### config.mk
export PLATFORM = sky130hd
export DESIGN_NAME = keypad_scanner
export DESIGN_NICKNAME = d
export VERILOG_FILES = /design/src/rtl/keypad_pkg.sv /design/src/rtl/sync_2ff.sv /design/src/rtl/keypad_scanner.sv
export SDC_FILE = /design/constraint.sdc
export NUM_CORES = 1
export LEC_CHECK = 0
export CAP_MARGIN = 20
export CORE_MARGIN = 3
export CORE_UTILIZATION = 63
export CTS_CLUSTER_DIAMETER = 150
export DETAILED_ROUTE_END_ITERATION = 6
export GPL_TIMING_DRIVEN = 0
export PLACE_DENSITY = 0.84
export SLEW_MARGIN = 5
export SYNTH_ARGS = -nofsm -noshare
export SYNTH_HDL_FRONTEND = slang
export SYNTH_SLANG_ARGS = --single-unit
### constraint.sdc
create_clock -name mclk -period 11.9 [get_ports mclk]
set_clock_uncertainty 0.2 [all_clocks]
set_input_delay 1.19 -clock mclk [delete_from_list [all_inputs] [get_ports mclk]]
set_output_delay 1.19 -clock mclk [all_outputs]
set_load 0.01 [all_outputs]
### src/rtl/keypad_pkg.sv
// Shared definitions for the 4x4 matrix keypad scanner: key map, per-scan
// result encoding, FSM states and the column reset pattern.
package keypad_pkg;

    localparam int unsigned KEY_W = 4;
    localparam int unsigned LINES = 4;

    // Column pattern after reset: column 0 driven low.
    localparam logic [LINES-1:0] COL_RESET = 4'b1110;

    // Key code at [row][column] (Digilent KYPD layout).
    localparam logic [KEY_W-1:0] KEY_MAP [LINES][LINES] = '{
        '{4'h1, 4'h2, 4'h3, 4'hA},
        '{4'h4, 4'h5, 4'h6, 4'hB},
        '{4'h7, 4'h8, 4'h9, 4'hC},
        '{4'h0, 4'hF, 4'hE, 4'hD}
    };

    typedef enum logic [1:0] {
        RES_NONE   = 2'd0,
        RES_SINGLE = 2'd1,
        RES_MULTI  = 2'd2
    } res_kind_t;

    // Code is forced to zero unless kind is SINGLE so whole-struct compares work.
    typedef struct packed {
        res_kind_t        kind;
        logic [KEY_W-1:0] code;
    } scan_result_t;

    typedef enum logic {
        ST_IDLE    = 1'b0,
        ST_PRESSED = 1'b1
    } state_t;

endpackage

### src/rtl/sync_2ff.sv
// Two-flop synchronizer for asynchronous level inputs.
// Ports: mclk clock, reset async active-low, d async input, q synchronized output.
module sync_2ff #(
    parameter int unsigned         WIDTH     = 4,
    parameter logic [WIDTH-1:0]    RESET_VAL = '1
) (
    input  logic             mclk,
    input  logic             reset,
    input  logic [WIDTH-1:0] d,
    output logic [WIDTH-1:0] q
);

    logic [WIDTH-1:0] meta;

    always_ff @(posedge mclk or negedge reset) begin
        if (!reset) begin
            meta <= RESET_VAL;
            q    <= RESET_VAL;
        end else begin
            meta <= d;
            q    <= meta;
        end
    end

endmodule

### src/rtl/keypad_scanner.sv
// 4x4 keypad scanner: rotates one active-low column, samples the rows at the
// end of each dwell, classifies every full scan, debounces across scans and
// reports accepted presses/releases as one-cycle ticks.
// Ports: mclk clock; reset async active-low; row[3:0] active-low keypad rows;
//        col[3:0] active-low column drive; key_code last accepted key;
//        key_valid accepted key held; key_tick press pulse; release_tick release pulse.
module keypad_scanner
    import keypad_pkg::*;
#(
    parameter int unsigned SCAN_BITS = 16,
    parameter int unsigned DB_SCANS  = 4
) (
    input  logic             mclk,
    input  logic             reset,
    input  logic [LINES-1:0] row,
    output logic [LINES-1:0] col,
    output logic [KEY_W-1:0] key_code,
    output logic             key_valid,
    output logic             key_tick,
    output logic             release_tick
);

    localparam int unsigned   STABLE_W = 4;
    localparam logic [STABLE_W-1:0] DB_MAX = STABLE_W'(DB_SCANS);

    logic [LINES-1:0]     row_sync;
    logic [SCAN_BITS-1:0] dwell_q;
    logic [1:0]           col_idx_q;
    logic [1:0]           acc_cnt_q;     // 0, 1 or 2 (=more than one) low bits so far
    logic [KEY_W-1:0]     acc_code_q;
    scan_result_t         prev_q;
    logic [STABLE_W-1:0]  stable_q;
    state_t               state_q;

    logic                 sample_c;
    logic                 scan_done_c;
    logic [2:0]           low_cnt_c;
    logic [1:0]           low_row_c;
    logic [2:0]           sum_c;
    logic [1:0]           merged_cnt_c;
    logic [KEY_W-1:0]     merged_code_c;
    scan_result_t         result_c;
    logic [STABLE_W-1:0]  stable_d;

    state_t               state_d;
    logic [KEY_W-1:0]     code_d;
    logic                 valid_d;
    logic                 key_tick_d;
    logic                 release_tick_d;

    sync_2ff #(
        .WIDTH     (LINES),
        .RESET_VAL ({LINES{1'b1}})
    ) u_row_sync (
        .mclk  (mclk),
        .reset (reset),
        .d     (row),
        .q     (row_sync)
    );

    // Merge this column's sample into the running scan classification.
    always_comb begin
        sample_c    = &dwell_q;
        scan_done_c = sample_c && (col_idx_q == 2'd3);
        low_cnt_c   = 3'd0;
        low_row_c   = 2'd0;
        for (int r = 0; r < int'(LINES); r++) begin
            if (!row_sync[r]) begin
                low_cnt_c = low_cnt_c + 3'd1;
                low_row_c = 2'(r);
            end
        end
        sum_c         = 3'({1'b0, acc_cnt_q}) + low_cnt_c;
        merged_cnt_c  = (sum_c >= 3'd2) ? 2'd2 : sum_c[1:0];
        merged_code_c = (acc_cnt_q == 2'd0 && low_cnt_c == 3'd1)
                        ? KEY_MAP[low_row_c][col_idx_q] : acc_code_q;

        result_c.kind = RES_MULTI;
        result_c.code = '0;
        if (merged_cnt_c == 2'd0) begin
            result_c.kind = RES_NONE;
        end else if (merged_cnt_c == 2'd1) begin
            result_c.kind = RES_SINGLE;
            result_c.code = merged_code_c;
        end

        stable_d = stable_q;
        if (scan_done_c) begin
            if (result_c == prev_q) begin
                stable_d = (stable_q >= DB_MAX) ? DB_MAX : stable_q + STABLE_W'(1);
            end else begin
                stable_d = STABLE_W'(1);
            end
        end
    end

    // Press/release acceptance, evaluated only when a scan completes.
    always_comb begin
        state_d        = state_q;
        code_d         = key_code;
        valid_d        = key_valid;
        key_tick_d     = 1'b0;
        release_tick_d = 1'b0;
        if (scan_done_c && stable_d == DB_MAX) begin
            case (state_q)
                ST_IDLE: begin
                    if (result_c.kind == RES_SINGLE) begin
                        code_d     = result_c.code;
                        valid_d    = 1'b1;
                        key_tick_d = 1'b1;
                        state_d    = ST_PRESSED;
                    end
                end
                ST_PRESSED: begin
                    if (result_c.kind == RES_NONE) begin
                        valid_d        = 1'b0;
                        release_tick_d = 1'b1;
                        state_d        = ST_IDLE;
                    end
                end
                default: state_d = ST_IDLE;
            endcase
        end
    end

    always_ff @(posedge mclk or negedge reset) begin
        if (!reset) begin
            dwell_q      <= '0;
            col_idx_q    <= 2'd0;
            col          <= COL_RESET;
            acc_cnt_q    <= 2'd0;
            acc_code_q   <= '0;
            prev_q       <= '{kind: RES_NONE, code: '0};
            stable_q     <= '0;
            state_q      <= ST_IDLE;
            key_code     <= '0;
            key_valid    <= 1'b0;
            key_tick     <= 1'b0;
            release_tick <= 1'b0;
        end else begin
            dwell_q      <= dwell_q + SCAN_BITS'(1);
            state_q      <= state_d;
            key_code     <= code_d;
            key_valid    <= valid_d;
            key_tick     <= key_tick_d;
            release_tick <= release_tick_d;
            if (sample_c) begin
                col       <= {col[LINES-2:0], col[LINES-1]};
                col_idx_q <= col_idx_q + 2'd1;
                if (scan_done_c) begin
                    acc_cnt_q  <= 2'd0;
                    acc_code_q <= '0;
                    prev_q     <= result_c;
                    stable_q   <= stable_d;
                end else begin
                    acc_cnt_q  <= merged_cnt_c;
                    acc_code_q <= merged_code_c;
                end
            end
        end
    end

endmodule

==> impl_metrics.ini, run 1 <==
[cts]
clkLatencyLatePin_ns = 0.30
cts.sinks = 54
htreeDepth = 2
post-cts-setup-buffer-count = 0
cts-buffers-inserted = 5
cts_tree = yes
cts_buffer_depth = 2
clkTransAtPathRegs_ns = 0.09
root_buffer = clkbuf_8
ctsHoldBuffers = 0
post_cts_resized = 0

[critical_path]
r2r_slack_ns = 6.69
arrival_ns = 5.21
r2r-start = u_row_sync.q[1]$_DFF_PN1_
cpLargestDelayFamily = simple AND/OR/NAND/NOR gates
end_kind = flip-flop
crit_fanout = 7
critPathBufInv = 2
start_kind = flip-flop
crit_required_ns = 11.90
r2r-end = key_code[1]$_DFFE_PN0P_
crit_path_cell_trace = inv_1 -> ha_1 -> xnor2_1 -> ha_1 -> mux2_2 -> fa_1 -> xnor3_1 -> nor3b_1 -> nand3_1 -> nor3b_1 -> nor3_1 -> or4b_1 -> buf_2 -> mux2_4
r2r_cells = 14
max_stage_delay_ns = 0.73
crit_path_top_delay_cell = nor3b_1
critPathKind = flip-flop to flip-flop

[finish]
layout-drive-gt1-share_pct = 12.6
nNetsFinal = 298
area_growth_pct = 12.0
post-route-util_pct = 74.7
diodes = 0
fillCellCount = 289

[floorplanning]
core_sq_um = 4120
die-area_sq_um = 5190
rows = 23
die_width_um = 72.0
dieHeight_um = 72.0
ios = 17
start_util_pct = 66.7

[logic_synthesis]
ys_top_cells_by_area = dfrtp_1 39%, dfstp_2 11%, nand2_1 5.7%
synthDominantCellAreaShare_pct = 39.2
yosys_warnings = 0
synth-seq-cells = 54
synthTopCellsByCount = 43 x dfrtp_1, 42 x nand2_1, 15 x nor2_1
synthCells = 260
synth_top_area_cell = dfrtp_1
synth_cell_type_count = 55
syn_area_sq_um = 2750
synthMostInstantiatedCell = dfrtp_1
seq_area_frac_synth_pct = 49.7
avgSynthCellArea_sq_um = 10.6
async_reset_ff_share_pct = 100
synthFlopType = dfrtp_1
synth-edff-count = 0
synthesis.nets = 274

[sta]
max_freq_ghz = 0.192
slew_headroom_pct = 36.2
fin_crit_ns = 5.21
slew_viol_final = 0
rsz0062_at_grt = no
worst_slew_pin_slew_ns = 0.950
whs_ns = 0.159
setup_violations = 0
fin_setup_tns_ns = 0
fin_crit_sh_pct = 43.8
finalHoldViolCount = 0

[pwr]
p_leak_nw = 1.39
peakVddDrop_mv = 0.0569
p_per_area_nw_per_um2 = 107

[drt]
drc = 0
drtIter0Drc = 115
via_count = 1903
drt_wl_total_mm = 4.69
avgRoutedWirePerCell_um = 14.0
ant_nets = 0
viasPerCell = 5.68
firstDrtPassIters = 4

[grt]
grt_util_all_layers_pct = 20.4
grt-ovfl-total = 0
grt_pass1_wl_mm = 8.40
grt_max_degree = 39
grt_pass1_vias = 1833
antenna_found_initial = 0

[placement]
dpl.hpwl_mm = 3.50
gp_congestion = 0.800
port_buffers = 16

[run]
max_cap_violations = 0

[min_path]
hp-start = u_row_sync.meta[2]$_DFF_PN1_
min_to = u_row_sync.q[2]$_DFF_PN1_
hold_class = flip-flop to flip-flop
whs_path_depth = 0

[run_status]
status = finished clean
## cell usage in the layout, fill, tap and decap left out, types with 8 or more instances in the layout
cell type         n
clkdlybuf4s50_1  15
dfrtp_1          43
dfstp_2          11
inv_1            10
nand2_1          42
nand3_1           8
nor2_1           15
o31ai_1           8
xnor2_1          12
xor2_1            8
## report_power, final
group          internal (W)  leakage [nW]  switching (W)
sequential         0.000186         0.702    0.000000858
clock             0.0000470        0.0482      0.0000557
combinational     0.0000157         0.639      0.0000233
## worst max path at each step
stage | cells past startpoint | slack [ns] | from | end
final | 14 | 6.69 | u_row_sync.q[1]$_DFF_PN1_ | key_code[1]$_DFFE_PN0P_
after global routing | 14 | 6.35 | u_row_sync.q[1]$_DFF_PN1_ | key_code[0]$_DFFE_PN0P_
after CTS | 14 | 6.68 | u_row_sync.q[1]$_DFF_PN1_ | key_code[1]$_DFFE_PN0P_
after detailed placement | 14 | 6.69 | u_row_sync.q[1]$_DFF_PN1_ | key_code[1]$_DFFE_PN0P_
after global placement | 14 | 6.77 | u_row_sync.q[1]$_DFF_PN1_ | key_code[0]$_DFFE_PN0P_
after floorplan | 15 | 7.17 | u_row_sync.q[1]$_DFF_PN1_ | key_code[0]$_DFFE_PN0P_
## logic make-up after synthesis
family / Yosys count / share of synthesized area [%]
flops: 54 / 49.7
mux: 12 / 5.01
simple gates: 113 / 22.7
xor+xnor: 21 / 7.20
buf+inv: 19 / 2.78
compound gates: 32 / 8.34
fa+ha+maj: 9 / 4.28
## metrics by stage
step | setup WS [ns] | power, W | area, sq um | instances
after floorplan | 7.17 | 0.000217 | 2750 | 260
after global placement | 6.77 | 0.000228 | 2970 | 326
after detailed placement | 6.69 | 0.000230 | 2980 | 327
after CTS | 6.68 | 0.000332 | 3070 | 335
after global routing | 6.35 | 0.000343 | 3070 | 335
final | 6.69 | 0.000329 | 3070 | 335
## flip-flops by register name, summed over array words and instances, names as in the netlist, named ones only
register,flops
key_tick,1
prev_q,6
key_code,4
release_tick,1
u_row_sync.q,4
u_row_sync.meta,4
key_valid,1
acc_code_q,4
dwell_q,16
col_idx_q,2
col,4
stable_q,4
acc_cnt_q,2
## area by class of cell
type                            instances  area [sq um]  share of cell area [%]
Clock buffer                            7          86.3                    2.81
Clock inverter                          1          5.00                   0.163
Sequential cell                        54          1370                    44.4
Buffer                                  9          38.8                    1.26
Multi-Input combinational cell        187          1300                    42.4
Tap cell                               50          62.6                    2.04
Timing Repair Buffer                   17           175                    5.70
Inverter                               10          37.5                    1.22
## worst register-to-register path: cells and delay by family, from the launching register on
kind / cells / cell delay, ns
fa+ha+maj: 3 / 1.07
simple gates: 5 / 1.74
xor+xnor: 2 / 0.72
mux: 2 / 0.58
flops: 1 / 0.57
buf+inv: 2 / 0.22
## layer usage
| metal | GRT usage, % | vias up | share of wire (%) | wire (um) |
|---|---|---|---|---|
| met5 | 0 | - | 0 | 0 |
| met4 | 6.26 | 0 | 1.5 | 71 |
| met3 | 4.02 | 8 | 3.1 | 144 |
| met2 | 33.0 | 24 | 48 | 2240 |
| met1 | 28.3 | 911 | 48 | 2230 |
| li1 | - | 960 | - | - |
No activity file was read; power rests on OpenSTA's default activity.
==> run 2: changes to the inputs <==
--- a/config.mk
+++ b/config.mk
@@ -7,11 +7,11 @@
 export LEC_CHECK = 0
 export CAP_MARGIN = 20
 export CORE_MARGIN = 3
-export CORE_UTILIZATION = 63
+export CORE_UTILIZATION = 59
 export CTS_CLUSTER_DIAMETER = 150
 export DETAILED_ROUTE_END_ITERATION = 6
 export GPL_TIMING_DRIVEN = 0
-export PLACE_DENSITY = 0.84
+export PLACE_DENSITY = 0.79
 export SLEW_MARGIN = 5
 export SYNTH_ARGS = -nofsm -noshare
 export SYNTH_HDL_FRONTEND = slang
==> constraint.sdc (replaced) <==
create_clock -name mclk -period 5.02 [get_ports mclk]
set_clock_uncertainty 0.2 [all_clocks]
set_input_delay 0.502 -clock mclk [delete_from_list [all_inputs] [get_ports mclk]]
set_output_delay 0.502 -clock mclk [all_outputs]
set_load 0.01 [all_outputs]
==> impl_metrics.ini, run 2 (synthesis results as in run 1) <==
[run]
max_cap_violations = 0

[floorplanning]
ios = 17
die-area_sq_um = 5510
start_util_pct = 62.2
die_width_um = 74.2
rows = 24
dieHeight_um = 74.2
core_sq_um = 4410

[finish]
final_area_sq_um = 3130
fillCellCount = 314
layout-drive-gt1-share_pct = 14.0
nNetsFinal = 298
diodes = 0
area_growth_pct = 13.9
largestRegisters = dwell_q: 16 flops, prev_q: 6 flops
final_cell_mix = 43 x dfrtp_1, 42 x nand2_1, 15 x nor2_1, 15 x clkdlybuf4s50_1
top_register = dwell_q
largest_reg_flops = 16
final_common_cell = dfrtp_1
seqCellArea_sq_um = 1370
multi_input_area_sq_um = 1350

[cts]
htreeDepth = 2
cts_tree = yes
clkLatencyLatePin_ns = 0.31
clkTransAtPathRegs_ns = 0.10
post-cts-setup-buffer-count = 0
cts_buffer_depth = 2
cts-buffers-inserted = 5
cts.sinks = 54
root_buffer = clkbuf_8

[sta]
rsz0062_at_grt = no
max_freq_ghz = 0.205
fin_crit_ns = 4.88
finalHoldViolCount = 2
setup_violations = 0
slew_viol_final = 0
fin_crit_sh_pct = 97.2
whs_ns = -0.00592
fin_ws_ns = 0.140
worst_slew_pin_slew_ns = 0.848
slew_headroom_pct = 43.0

[grt]
grt-ovfl-total = 0
grt_max_degree = 29
grt_util_all_layers_pct = 21.3
grt_pass1_vias = 1955
antenna_found_initial = 0
grt_pass1_wl_mm = 8.98

[critical_path]
start_kind = flip-flop
end_kind = flip-flop
crit_path_cell_trace = inv_1 -> ha_4 -> xnor2_4 -> ha_4 -> mux2_2 -> fa_1 -> xnor3_2 -> or3b_1 -> buf_2 -> nor3b_1 -> a32o_1 -> nor3_1 -> or4b_1 -> buf_2 -> mux2_4
critPathKind = flip-flop to flip-flop
arrival_ns = 4.89
max_stage_delay_ns = 0.58
cpLargestDelayFamily = simple AND/OR/NAND/NOR gates
critPathBufInv = 3
crit_path_top_delay_cell = dfstp_2
r2r_slack_ns = 0.14
crit_fanout = 10
crit_required_ns = 5.03

[pwr]
p_int_w = 0.000598
power.switching_w = 0.000203
p_seq_share_pct = 55.3
power_frac_comb_pct = 13.1
switching_share_pct = 25.3
power.share.clock_pct = 31.5
peakVddDrop_mv = 0.178
p_per_area_nw_per_um2 = 256
p_leak_nw = 1.39

[drt]
drc = 0
viasPerCell = 5.93
drt_wl_total_mm = 5.31
avgRoutedWirePerCell_um = 15.8
ant_nets = 0
via_count = 1998
drtIter0Drc = 165
firstDrtPassIters = 4

[min_path]
hold_class = input port to asynchronous set/reset pin

[placement]
placedInstanceArea_sq_um = 2990
dpl.hpwl_mm = 3.70
dpl_worst_slack_ns = -0.223
gp_congestion = 0.827
port_buffers = 16

[run_status]
failed_checks = hold timing
status = finished with violations
-- run 2: cell types whose count changed in the layout (fill, tap and decap cells not counted) --
| cell | before | now |
|---|---|---|
| ha_1 | 7 | 5 |
| xnor3_1 | 1 | 0 |
| xnor2_1 | 12 | 11 |
| nor3b_1 | 3 | 2 |
| clkbuf_1 | 6 | 7 |
| ha_4 | 0 | 2 |
| nor3b_2 | 0 | 1 |
| xnor3_2 | 0 | 1 |
| clkinv_2 | 1 | 0 |
| xnor2_4 | 0 | 1 |
-- run 2: final cells by class --
| class | instances | area share, % |
|---|---|---|
| inverters | 10 | 1.20 |
| well taps | 52 | 2.08 |
| multi-input cells | 187 | 43.3 |
| repair buffers | 17 | 5.60 |
| clock buffers | 8 | 2.88 |
| plain buffers | 9 | 1.24 |
| flip-flops and latches | 54 | 43.7 |
-- run 2: power by group through the flow --
| stage | Sequential [W] | Clock, W | Combinational [W] |
|---|---|---|---|
| finish | 0.000443 | 0.000252 | 0.000105 |
| detailed placement | 0.000451 | 0 | 0.0000942 |
| global placement | 0.000451 | 0 | 0.0000896 |
| CTS | 0.000443 | 0.000258 | 0.000101 |
| global route | 0.000444 | 0.000271 | 0.000116 |
| floorplan | 0.000451 | 0 | 0.0000645 |
-- run 2: path summary, 6_finish.rpt --
| path | from | to | depth (start not counted) |
|---|---|---|---|
| hold / removal | reset | dwell_q[14]$_DFF_PN0_ | 1 |
| setup reg to reg | u_row_sync.q[1]$_DFF_PN1_ | key_code[1]$_DFFE_PN0P_ | 15 |
| hold reg to reg | u_row_sync.meta[1]$_DFF_PN1_ | u_row_sync.q[1]$_DFF_PN1_ | 0 |
| min in group mclk | u_row_sync.meta[1]$_DFF_PN1_ | u_row_sync.q[1]$_DFF_PN1_ | 0 |
| setup / recovery | u_row_sync.q[1]$_DFF_PN1_ | key_code[1]$_DFFE_PN0P_ | 15 |
| max in group asynchronous | reset | stable_q[1]$_DFFE_PN0P_ | 2 |
-- run 2: layer usage --
layer  vias up  part of all wire (%)  track usage (%)
li1        967                     -                -
met3        14                   3.3             4.73
met4         0                   2.4             8.50
met2        35                    49             35.3
met1       982                    46             27.3
met5         -                     0                0
-- run 2: metrics by stage --
step                TNS, ns  power, W  hold WS (ns)  instances  util [%]
global placement     -0.580  0.000541         0.146        328      67.3
detailed placement   -0.959  0.000545         0.149        329      67.6
finish                    0  0.000801      -0.00592        337      70.8
floorplan                 0  0.000515       0.00641        260         -
global route              0  0.000831        0.0253        337      70.8
CTS                       0  0.000802       0.00600        337      70.3
-- run 2: repair_timing --
item | in CTS | in global routing
gates resized for setup | 5 | 2
endpoints found under the setup margin | 10 | 5
pin swaps | 0 | 0
hold buffers | 0 | 0
-- run 2: worst reg2reg max path: cells and delay by family, from the launching register on --
kind,cells,cell delay [ns]
buffers and inverters,3,0.45
adders and majority gates,3,0.99
muxes,2,0.58
AOI/OAI and AO/OA,1,0.20
xor gates and xnor gates,2,0.60
and+or+nand+nor,4,1.17
DFF,1,0.58
